--- src/rtl/stream_min.sv ---
// Frame-based running-minimum tracker: accepts LEN unsigned samples, then
// presents the smallest one and its position until the downstream takes it.
module stream_min #(
   parameter  int N   = 5,
   parameter  int LEN = 8,
   localparam int IW  = $clog2(LEN)
) (
   input  logic          clk_i,
   input  logic          rst_i,
   input  logic          clear_i,
   input  logic          in_valid_i,
   output logic          in_ready_o,
   input  logic [N-1:0]  in_data_i,
   output logic          out_valid_o,
   input  logic          out_ready_i,
   output logic [N-1:0]  out_min_o,
   output logic [IW-1:0] out_idx_o,
   output logic          dbg_state_o
);

   // Handshakes: a transfer happens on a rising edge where valid && ready;
   // a producer holds valid and its data stable until that edge.
   typedef enum logic {ACCUM = 1'b0, HOLD = 1'b1} state_t;

   localparam logic [IW-1:0] LAST = IW'(LEN - 1);

   state_t        state_q, state_d;
   logic [IW-1:0] count_q, count_d;
   logic [N-1:0]  min_q, min_d;
   logic [IW-1:0] idx_q, idx_d;
   logic [N-1:0]  omin_q, omin_d;
   logic [IW-1:0] oidx_q, oidx_d;
   logic          rdy_q;

   logic [N:0]    diff;
   logic          take_new;
   logic [N-1:0]  cand_min;
   logic [IW-1:0] cand_idx;
   logic          accept;

   // rdy_q keeps in_ready low while reset is held and for the release cycle.
   assign in_ready_o  = rdy_q && (state_q == ACCUM);
   assign out_valid_o = (state_q == HOLD);
   assign out_min_o   = omin_q;
   assign out_idx_o   = oidx_q;
   assign dbg_state_o = (state_q == HOLD);
   assign accept      = in_valid_i && in_ready_o;

   // Borrow out of the widened subtraction flags in_data < min_reg; ties keep
   // the earlier index.
   assign diff     = {1'b0, in_data_i} - {1'b0, min_q};
   assign take_new = (count_q == '0) || diff[N];
   assign cand_min = take_new ? in_data_i : min_q;
   assign cand_idx = take_new ? count_q : idx_q;

   always_comb begin
      state_d = state_q;
      count_d = count_q;
      min_d   = min_q;
      idx_d   = idx_q;
      omin_d  = omin_q;
      oidx_d  = oidx_q;
      if (clear_i) begin
         state_d = ACCUM;
         count_d = '0;
      end else begin
         case (state_q)
            ACCUM: begin
               if (accept) begin
                  min_d = cand_min;
                  idx_d = cand_idx;
                  if (count_q == LAST) begin
                     count_d = '0;
                     state_d = HOLD;
                     omin_d  = cand_min;
                     oidx_d  = cand_idx;
                  end else begin
                     count_d = count_q + 1'b1;
                  end
               end
            end
            HOLD: begin
               if (out_ready_i) state_d = ACCUM;
            end
            default: state_d = ACCUM;
         endcase
      end
   end

   always_ff @(posedge clk_i or posedge rst_i) begin
      if (rst_i) begin
         state_q <= ACCUM;
         count_q <= '0;
         min_q   <= '0;
         idx_q   <= '0;
         omin_q  <= '0;
         oidx_q  <= '0;
         rdy_q   <= 1'b0;
      end else begin
         state_q <= state_d;
         count_q <= count_d;
         min_q   <= min_d;
         idx_q   <= idx_d;
         omin_q  <= omin_d;
         oidx_q  <= oidx_d;
         rdy_q   <= 1'b1;
      end
   end

endmodule
--- config.mk ---
export PLATFORM = sky130hd
export DESIGN_NAME = stream_min
export DESIGN_NICKNAME = d
export VERILOG_FILES = /design/src/rtl/stream_min.sv
export SDC_FILE = /design/constraint.sdc
export NUM_CORES = 1
export LEC_CHECK = 0
export BUFFER_PORTS_ARGS = -buffer_cell sky130_fd_sc_hd__buf_2
export CAP_MARGIN = 40
export CORE_ASPECT_RATIO = 1.2
export CORE_MARGIN = 5
export CORE_UTILIZATION = 51
export CTS_BUF_LIST = sky130_fd_sc_hd__clkbuf_8
export DETAILED_ROUTE_END_ITERATION = 12
export GPL_ROUTABILITY_DRIVEN = 0
export GPL_TIMING_DRIVEN = 0
export PLACE_DENSITY = 0.81
export RECOVER_POWER = 25
export SETUP_SLACK_MARGIN = 0.05
export SLEW_MARGIN = 10
export SYNTH_ARGS = -nofsm -noshare
export SYNTH_HDL_FRONTEND = slang
export SYNTH_SLANG_ARGS = --single-unit
--- constraint.sdc ---
create_clock -name clk_i -period 1.8 [get_ports clk_i]
set_input_delay 0 -clock clk_i [delete_from_list [all_inputs] [get_ports clk_i]]
set_output_delay 0 -clock clk_i [all_outputs]
set_load 0.02 [all_outputs]
# Word-level counts from Yosys, hierarchy flattened
# Cells that the tools add are included.
totals:
  reg_bits: 21
  elab_cells: 32
  output_inout_bits: 11
  input_bits: 10
classes:
  add_sub_neg: 2
  bitwise: 2
  n_eq_ne: 2
  muxes: 11
  n_reduce_logical: 8
ops:
  columns: ["operator", "count"]
  rows:
  - ["$mux W3", 5]
  - ["$sub A5 B5 Y6", 1]
  - ["$mux W5", 1]
  - ["$mux W1", 4]
  - ["$reduce_and A4 Y1", 1]
  - ["$add A3 B1 Y3 const B", 1]
  - ["$eq A3 B3 Y1 const B", 1]
  - ["$logic_not A3 Y1", 1]
  - ["$reduce_and A3 Y1", 1]
  - ["$logic_and A1 B1 Y1", 2]
  - ["$ne A2 B2 Y1 const B", 1]
  - ["$not A1 Y1", 2]
  - ["$pmux W1 S2", 1]
  - ["$reduce_and A2 Y1", 1]
  - ["$reduce_bool A2 Y1", 1]
  - ["$logic_or A1 B1 Y1", 1]

# Logic depth before layout (Yosys ltp)
# Gate-level depths: netlist (run 1).
depth:
  depth_word: 6
  mapped_depth: 8
  ltp_nobuf: 7

# Worst setup path after synthesis (run 1)
# No wires, ideal clock.
synth_path:
  path_kind: "reg2reg"
  from: "register min_q[4]"
  to: "register min_q[0]"
  t_required_ns: 1.675
  path_buffers: 1
  synth_period_minus_slack_ns: 1.941
  setup_time_ns: 0.125
  slack_ns: -0.141
  path_stages_with_launch: 9
  arrival_ns: 1.816
  cell_sequence: "dfrtp_1 inv_1 ha_1 a21oi_2 o211ai_1 and2_1 buf_6 nor3_4 mux2_2"
synth_via:
  elab_chain_cells: 3
synth_lines:
  columns: ["item", "line_no", "text"]
  rows:
  - ["start: declaration", "29", "logic [N-1:0] min_q, min_d;"]
  - ["start signal: assignment", "102", "min_q <= min_d;"]
  - ["$sub A5 B5 Y6", "51", "assign diff = {1'b0, in_data_i} - {1'b0, min_q};"]
  - ["$logic_or A1 B1 Y1", "52", "assign take_new = (count_q == '0) || diff[N];"]
  - ["$mux W5", "53", "assign cand_min = take_new ? in_data_i : min_q;"]
# No other way between the ends.
# A chain may end at the register's enable or synchronous reset.

# Final worst setup path (run 1)
# Same ends and word-level chain as after synthesis.

==> results of run 1 <==
## cell families after synthesis
family          share of synthesized area
other cells                       0.00346
buf+inv                            0.0600
fa+ha+maj                          0.0808
simple gates                        0.170
compound gates                      0.110
flops                               0.485
mux                                0.0912
## metrics by stage
| stage | setup TNS [ns] | total power [mW] | utilization |
|---|---|---|---|
| floorplan | -0.669 | 0.725 | - |
| global placement | -1.86 | 0.770 | 0.612 |
| detailed placement | -2.14 | 0.782 | 0.612 |
| CTS | -2.41 | 1.17 | 0.691 |
| global route | -2.12 | 1.32 | 0.723 |
| finish | -0.887 | 1.25 | 0.723 |
## synthesized netlist by cell type, drive strengths merged
cell type  number  share of area
dfrtp          21           0.48
nand2          17          0.059
nor2           11          0.038
inv             9          0.031
a31oi           7          0.040
ha              7          0.081
mux2            7          0.073
a21oi           5          0.027
buf             4          0.029
and2            3          0.017
mux2i           2          0.018
nor3            2          0.020
o21ai           2         0.0092
a21boi          1         0.0069
a22oi           1         0.0069
and2b           1         0.0069
conb            1         0.0035
nand3b          1          0.010
nor2b           1         0.0058
nor3b           1         0.0069
o211ai          1         0.0069
o21a            1         0.0069
o22ai           1         0.0058
or2             1         0.0058
## placed cells by master (no fill, tap or decap), types with 5 or more instances in the layout
cell and instances:
ha_1 5, dfrtp_1 21, buf_2 12, inv_1 8
a31oi_1 7, nand2_1 13, buf_4 10, clkbuf_1 9
nor2_1 10, mux2_4 7
## report_power, final
part	internal, mW	switching (mW)
Combinational	0.209	0.183
Sequential	0.513	0.0329
Clock	0.154	0.162
Total	0.876	0.377
## worst paths after layout
kind / to / slack (ns) / cells after the start / startpoint
setup / recovery: min_q[0]$_DFFE_PP0P_ / -0.14 / 8 / min_q[4]$_DFFE_PP0P_
hold reg to reg: idx_q[0]$_DFFE_PP0P_ / 0.52 / 1 / idx_q[0]$_DFFE_PP0P_
min in group asynchronous: out_min_o[3]$_DFFE_PP0P_ / 0.42 / 3 / rst_i
hold / removal: min_q[1]$_DFFE_PP0P_ / 0.004 / 2 / in_data_i[1]
setup reg to reg: min_q[0]$_DFFE_PP0P_ / -0.14 / 8 / min_q[4]$_DFFE_PP0P_
max in group asynchronous: count_q[0]$_DFFE_PP0P_ / 0.89 / 3 / rst_i
## what timing repair did
action                                  in CTS  in global routing
pin swaps                                    2                 10
resized for setup                            6                 17
endpoints found under the setup margin       9                 15
buffers inserted                             8                  6
hold buffers                                 3                  0
endpoints found under the hold margin       26                  0
## registers in the layout, summed over array words and instances, names as in the netlist
| signal | count |
|---|---|
| rdy_q | 1 |
| count_q | 3 |
| out_min_o | 5 |
| out_idx_o | 3 |
| min_q | 5 |
| idx_q | 3 |
| dbg_state_o | 1 |
## routing by layer
layer  vias to the layer above  track usage  wire length (um)
met2                        17        0.332              1400
li1                        439            -                 -
met1                       439        0.188               982
met4                         0       0.0749                60
met3                         8       0.0246               119
met5                         -            0                 0
## area by class of cell
| cell class | count | area (um2) | area share |
|---|---|---|---|
| inverters | 9 | 33.8 | 0.0228 |
| plain buffers | 3 | 20.0 | 0.0135 |
| clock buffers | 3 | 41.3 | 0.0279 |
| clock inverters | 1 | 5.00 | 0.00338 |
| well taps | 30 | 37.5 | 0.0253 |
| multi-input cells | 74 | 606 | 0.409 |
| repair buffers | 34 | 213 | 0.144 |
| flip-flops and latches | 21 | 526 | 0.355 |
==> metrics.sh, run 1 <==
GRT_PASS1_VIAS=916
FP-ROW-COUNT=18
SYNTH_WARNINGS=0
SETUP.WORST_PATH.CLASS='flip-flop to flip-flop'
NUMCTSBUFFERS=3
GLOBAL_ROUTE_WIRE_LENGTH_BEFORE_REPAIR_MM=4.00
CP_NUM_BUF_INV=2
CLKSLEWWORSTSETUPHOLDPATHS_NS=0.08
START_KIND='flip-flop'
VIOLATIONS_IN_THE_FINAL_REPORTS='setup timing'
STATIC-LEAKAGE-POWER_nW=0.733
FINALINSTANCEAREA_UM2=1480
FINAL_MAX_SLEW_VIOL_COUNT=0
RSZ0062_AT_GRT='yes'
INITIAL_ANTENNA_VIOLATION_COUNT=0
FINCLKSKEW_NS=0.00248
ROUTE.DETAILED.VIAS_PER_INST=5.16
WORST_EP_REQUIRED_TIME_NS=1.95
GRT_START_MAX_NET_PINS=22
IO_PINS=21
WORST_PATH_DOMINANT_CELL_FAMILY='flip-flops'
FINAL.MIN_CLOCK_PERIOD_NS=1.94
CRIT_SLOWEST_CELL='dfrtp_1'
TIMING.FINAL.CRIT_SHARE=1.08
POST_SYNTH.CELL_AREA_AVG_UM2=10.0
FINAL.HOLD.WORST_SLACK_NS=0.00386
SYNTH_FP_NETS=125
AVERAGE_ROUTED_WIRE_PER_STANDARD_CELL_UM=14.7
PLACED_CELLS=158
GR-USAGE-ALL-LAYERS=0.174
WORST-PATH-MAX-FANOUT=4
FINAL_LAYOUT_NET_COUNT=163
CLOCK-SINKS=21
MIN_PATH_TYPE='input port to flip-flop'
DRC=0
WORST_SLACK_NS=-0.135
PLACED_CELL_AREA_UM2=1250
YOSYSUNIQUECELLTYPES=28
CRITICAL_PATH.ENDPOINT_TYPE='flip-flop'
INITIAL_UTILIZATION=0.529
DRT_ITER0_DRC=11
I_O_BUFFERS=20
MAX-CLOCK-PATH-BUFFERS=2
HPWL_DP_MM=1.54
NFILLCELLS=128
FINAL-SETUP-VIOL-COUNT=7
VIAS=903
TIMING.CRITICAL_PATH.SLOWEST_CELL_DELAY_NS=0.39
DIE_Y_UM=60.5
LAYOUT-AREA-OVERHEAD-VS-SYNTH_PCT=36.7
DIE_AREA_UM2=3150
OUTCOME='finished with violations'
FLOORPLAN.CORE_AREA_UM2=2050
TRITONCTS_CLOCK_TREE='yes'
CLOCK_LATENCY_ON_THE_WORST_SKEW_PAIR_NS=0.26
POSTSYNTHREGISTERBITS=21
NETLIST_INSTANCES=108
DIE_X_UM=52.1
HOLD_VIOLATIONS=0
CLOCK_H_TREE_LEVELS=1
PLACEMENT.SETUP.WORST_SLACK_NS=-0.318
RELATIVE_MAX_TRANSITION_MARGIN=0.473
CLOCKROOTBUFFER='clkbuf_8'
DRIVE_ABOVE_1_SHARE=0.352
GR-TOTAL-OVERFLOW=0
CAP_VIOL_MAX_COUNT=0
CRITICAL_PATH.CELL_CHAIN='inv_2, ha_4, a21oi_4, o211ai_1, and2_4, nor3_4, buf_6, mux2_4'
CELLPOWERDENSITY_nW_PER_UM2=846
DIODES=0
SYN-CELL-AREA_UM2=1080
ROUTER_ITERATIONS_BEFORE_ANTENNA_REPAIR=4
ROUTE.FINAL.WIRE_LENGTH_MM=2.57
ROUTE.ANTENNA.REMAINING_NETS=0
MAX-VDD-IR-DROP_mV=0.619
ARRIVAL_NS=2.09
TIMING_WORST_SLEW_PIN_VALUE_NS=0.789
SEQUENTIAL_TO_TOTAL_AREA_SHARE_FROM_YOSYS_STAT=0.485
FILLER_FREE_CELL_COUNT_OF_THE_FINISHED_DESIGN=175
TIMING.FMAX_GHz=0.517
No activity file was read; power rests on OpenSTA's default activity.
==> run 2, diff against run 1 <==
SKIP_CTS_REPAIR_TIMING = 1   (was not set)
==> metrics.sh, run 2 (synthesized netlist as in run 1, its figures left out) <==
FINALINSTANCEAREA_UM2=1410  # was 1480 um2
GR-TOTAL-OVERFLOW=0  # unchanged
R2R.WORST_PATH.CELLS=9  # was 8
DIE_Y_UM=60.5  # unchanged
HOLD_VIOLATIONS=1  # was 0
DRC=0  # unchanged
AVERAGE_ROUTED_WIRE_PER_STANDARD_CELL_UM=13.7  # was 14.7 um
TIMING_WORST_SLEW_PIN_VALUE_NS=0.791  # was 0.789 ns
FLOORPLAN.CORE_AREA_UM2=2050  # unchanged
LAYOUT.CELLS.MOST_COMMON='dfrtp_1'  # unchanged
INITIAL_UTILIZATION=0.529  # unchanged
CLOCK_H_TREE_LEVELS=1  # unchanged
GR-USAGE-ALL-LAYERS=0.151  # was 0.174
CLKSLEWWORSTSETUPHOLDPATHS_NS=0.08  # about the same
CP-STARTPOINT='min_q[4]$_DFFE_PP0P_'  # unchanged
IO_PINS=21  # unchanged
PWR-SHARE-COMB=0.267  # was 0.312
I_O_BUFFERS=20  # unchanged
POWER_FRAC_CLOCK=0.266  # was 0.252
HPWL_DP_MM=1.54  # unchanged
FINCLKSKEW_NS=0.00163  # was 0.00248 ns
ARRIVAL_NS=2.20  # was 2.09 ns
FINAL.MIN_CLOCK_PERIOD_NS=2.06  # was 1.94 ns
GLOBAL_ROUTE_WIRE_LENGTH_BEFORE_REPAIR_MM=3.51  # was 4.00 mm
WHS_ENDPOINT='out_min_o[0]$_DFFE_PP0P_'  # was min_q[1]$_DFFE_PP0P_
DRIVE_ABOVE_1_SHARE=0.314  # was 0.352
WORST_R2R_SRC='min_q[4]$_DFFE_PP0P_'  # unchanged
INITIAL_ANTENNA_VIOLATION_COUNT=0  # unchanged
OUTCOME='finished with violations'  # unchanged
GRT_START_MAX_NET_PINS=22  # unchanged
DIODES=0  # unchanged
CLOCKROOTBUFFER='clkbuf_8'  # unchanged
CRITICAL_PATH.ENDPOINT_TYPE='flip-flop'  # unchanged
FINAL-SETUP-VIOL-COUNT=7  # unchanged
FP-ROW-COUNT=18  # unchanged
ROUTE.ANTENNA.REMAINING_NETS=0  # unchanged
WORST_SLACK_NS=-0.256  # was -0.135 ns
STATIC-LEAKAGE-POWER_nW=0.691  # was 0.733 nW
NUMCTSBUFFERS=3  # unchanged
WORST_PATH_DOMINANT_CELL_FAMILY='flip-flops'  # unchanged
CAP_VIOL_MAX_COUNT=0  # unchanged
CRITICAL_PATH.CELL_CHAIN='inv_2, ha_4, a21oi_4, o211ai_1, and2_4, buf_6, nor3_4, buf_6, mux2_2'  # was inv_2, ha_4, a21oi_4, o211ai_1, and2_4, nor3_4, buf_6, mux2_4
VIAS=861  # was 903
PLACED_CELL_AREA_UM2=1250  # unchanged
MIN_PATH_CELLS=3  # was 2
DIE_AREA_UM2=3150  # unchanged
TIMING.CRITICAL_PATH.SLOWEST_CELL_DELAY_NS=0.41  # was 0.39 ns
CELLPOWERDENSITY_nW_PER_UM2=833  # was 846 nW/um2
RSZ0062_AT_GRT='yes'  # unchanged
MIN_PATH_TYPE='input port to flip-flop'  # unchanged
NETSWITCHINGFRACTION=0.289  # was 0.301
TRITONCTS_CLOCK_TREE='yes'  # unchanged
REG2REG_TO='min_q[4]$_DFFE_PP0P_'  # was min_q[0]$_DFFE_PP0P_
TIMING.FMAX_GHz=0.486  # was 0.517 GHz
FINAL.HOLD.WORST_SLACK_NS=-0.00527  # was 0.00386 ns
ROUTER_ITERATIONS_BEFORE_ANTENNA_REPAIR=4  # unchanged
FINAL_MAX_SLEW_VIOL_COUNT=0  # unchanged
CRIT_SLOWEST_CELL='dfrtp_1'  # unchanged
VIOLATIONS_IN_THE_FINAL_REPORTS='hold timing, setup timing'  # was setup timing
DIE_X_UM=52.1  # unchanged
SETUP_SLACK_ON_THE_WORST_FLOP_TO_FLOP_PATH_NS=-0.26  # was -0.14 ns
ROUTE.DETAILED.VIAS_PER_INST=5.06  # was 5.16
CLOCK_LATENCY_ON_THE_WORST_SKEW_PAIR_NS=0.26  # about the same
MIN-DELAY-START='in_data_i[0]'  # was in_data_i[1]
TOTAL_NEGATIVE_SLACK_FOR_SETUP_CHECKS_NS=-1.73  # was -0.887 ns
DRT_ITER0_DRC=6  # was 11
MAX-VDD-IR-DROP_mV=0.542  # was 0.619 mV
WORST_EP_REQUIRED_TIME_NS=1.95  # about the same
FINAL_CELL_MIX='21 x dfrtp_1, 16 x nand2_1, 11 x clkbuf_1'  # was 21 x dfrtp_1, 13 x nand2_1, 12 x buf_2
CLOCK-SINKS=21  # unchanged
RELATIVE_MAX_TRANSITION_MARGIN=0.472  # was 0.473
POWER_REPORT.INTERNAL_TOTAL_uW=833  # was 876 uW
WORST_PATH_MOST_REPEATED_CELL='buf_6'
NET_SW_POWER_uW=339  # was 377 uW
FINAL_LAYOUT_NET_COUNT=158  # was 163
SEQ_POWER_SHARE=0.467  # was 0.435
GRT_PASS1_VIAS=826  # was 916
SETUP.WORST_PATH.CLASS='flip-flop to flip-flop'  # unchanged
ROUTE.FINAL.WIRE_LENGTH_MM=2.33  # was 2.57 mm
WORST-PATH-MAX-FANOUT=5  # was 4
LAYOUT-AREA-OVERHEAD-VS-SYNTH_PCT=29.9  # was 36.7%
TIMING.FINAL.CRIT_SHARE=1.14  # was 1.08
CP_NUM_BUF_INV=3  # was 2
START_KIND='flip-flop'  # unchanged
MAX-CLOCK-PATH-BUFFERS=2  # unchanged
## run 2: area by class of cell
type	count	area, um2
buffer	4	31.3
sequential	21	526
timing repair buffer	28	156
inverter	9	33.8
clock buffer	3	41.3
tap	30	37.5
fill	149	642
clock inverter	1	5.00
multi-input combinational	74	577
## run 2: how the worst max path moves through the flow
stage                                      end  slack, ns  cells after the start
after floorplan           min_q[0]$_DFFE_PP0P_      -0.10                      8
after global placement    idx_q[1]$_DFFE_PP0P_      -0.27                      8
after detailed placement  idx_q[1]$_DFFE_PP0P_      -0.32                      8
after CTS                 idx_q[1]$_DFFE_PP0P_      -0.32                      8
after global routing      min_q[4]$_DFFE_PP0P_      -0.34                      9
final                     min_q[4]$_DFFE_PP0P_      -0.26                      9
## run 2: metal layers
metal  track usage  routed length, um  share of wire  vias to the layer above
met4        0.0449                  9         0.0039                        0
met2         0.287               1240           0.53                       14
li1              -                  -              -                      422
met5             0                  0              0                        -
met1         0.171                979           0.42                      423
met3        0.0246                104          0.045                        2
## run 2: per-stage QoR
stage               power (mW)  worst slack (ns)  utilization  instances  hold slack, ns
floorplan                0.725            -0.102            -        108         -0.0235
global placement         0.770            -0.274        0.612        158           0.176
detailed placement       0.782            -0.318        0.612        158           0.191
CTS                       1.09            -0.325        0.634        162         -0.0884
global route              1.24            -0.339        0.687        170          0.0105
finish                    1.17            -0.256        0.687        170        -0.00527
## run 2: power by group through the flow
stage | Clock [mW] | Combinational, mW | Sequential (mW)
floorplan | 0 | 0.181 | 0.544
global placement | 0 | 0.221 | 0.548
detailed placement | 0 | 0.230 | 0.552
CTS | 0.314 | 0.231 | 0.545
global route | 0.338 | 0.351 | 0.553
finish | 0.312 | 0.313 | 0.548
## run 2: worst register-to-register path, stage by stage (launching register included)
cell      delay (ns)
dfrtp_1         0.41
inv_2           0.07
ha_4            0.20
a21oi_4         0.15
o211ai_1        0.13
and2_4          0.18
buf_6           0.12
nor3_4          0.22
buf_6           0.15
mux2_2          0.32
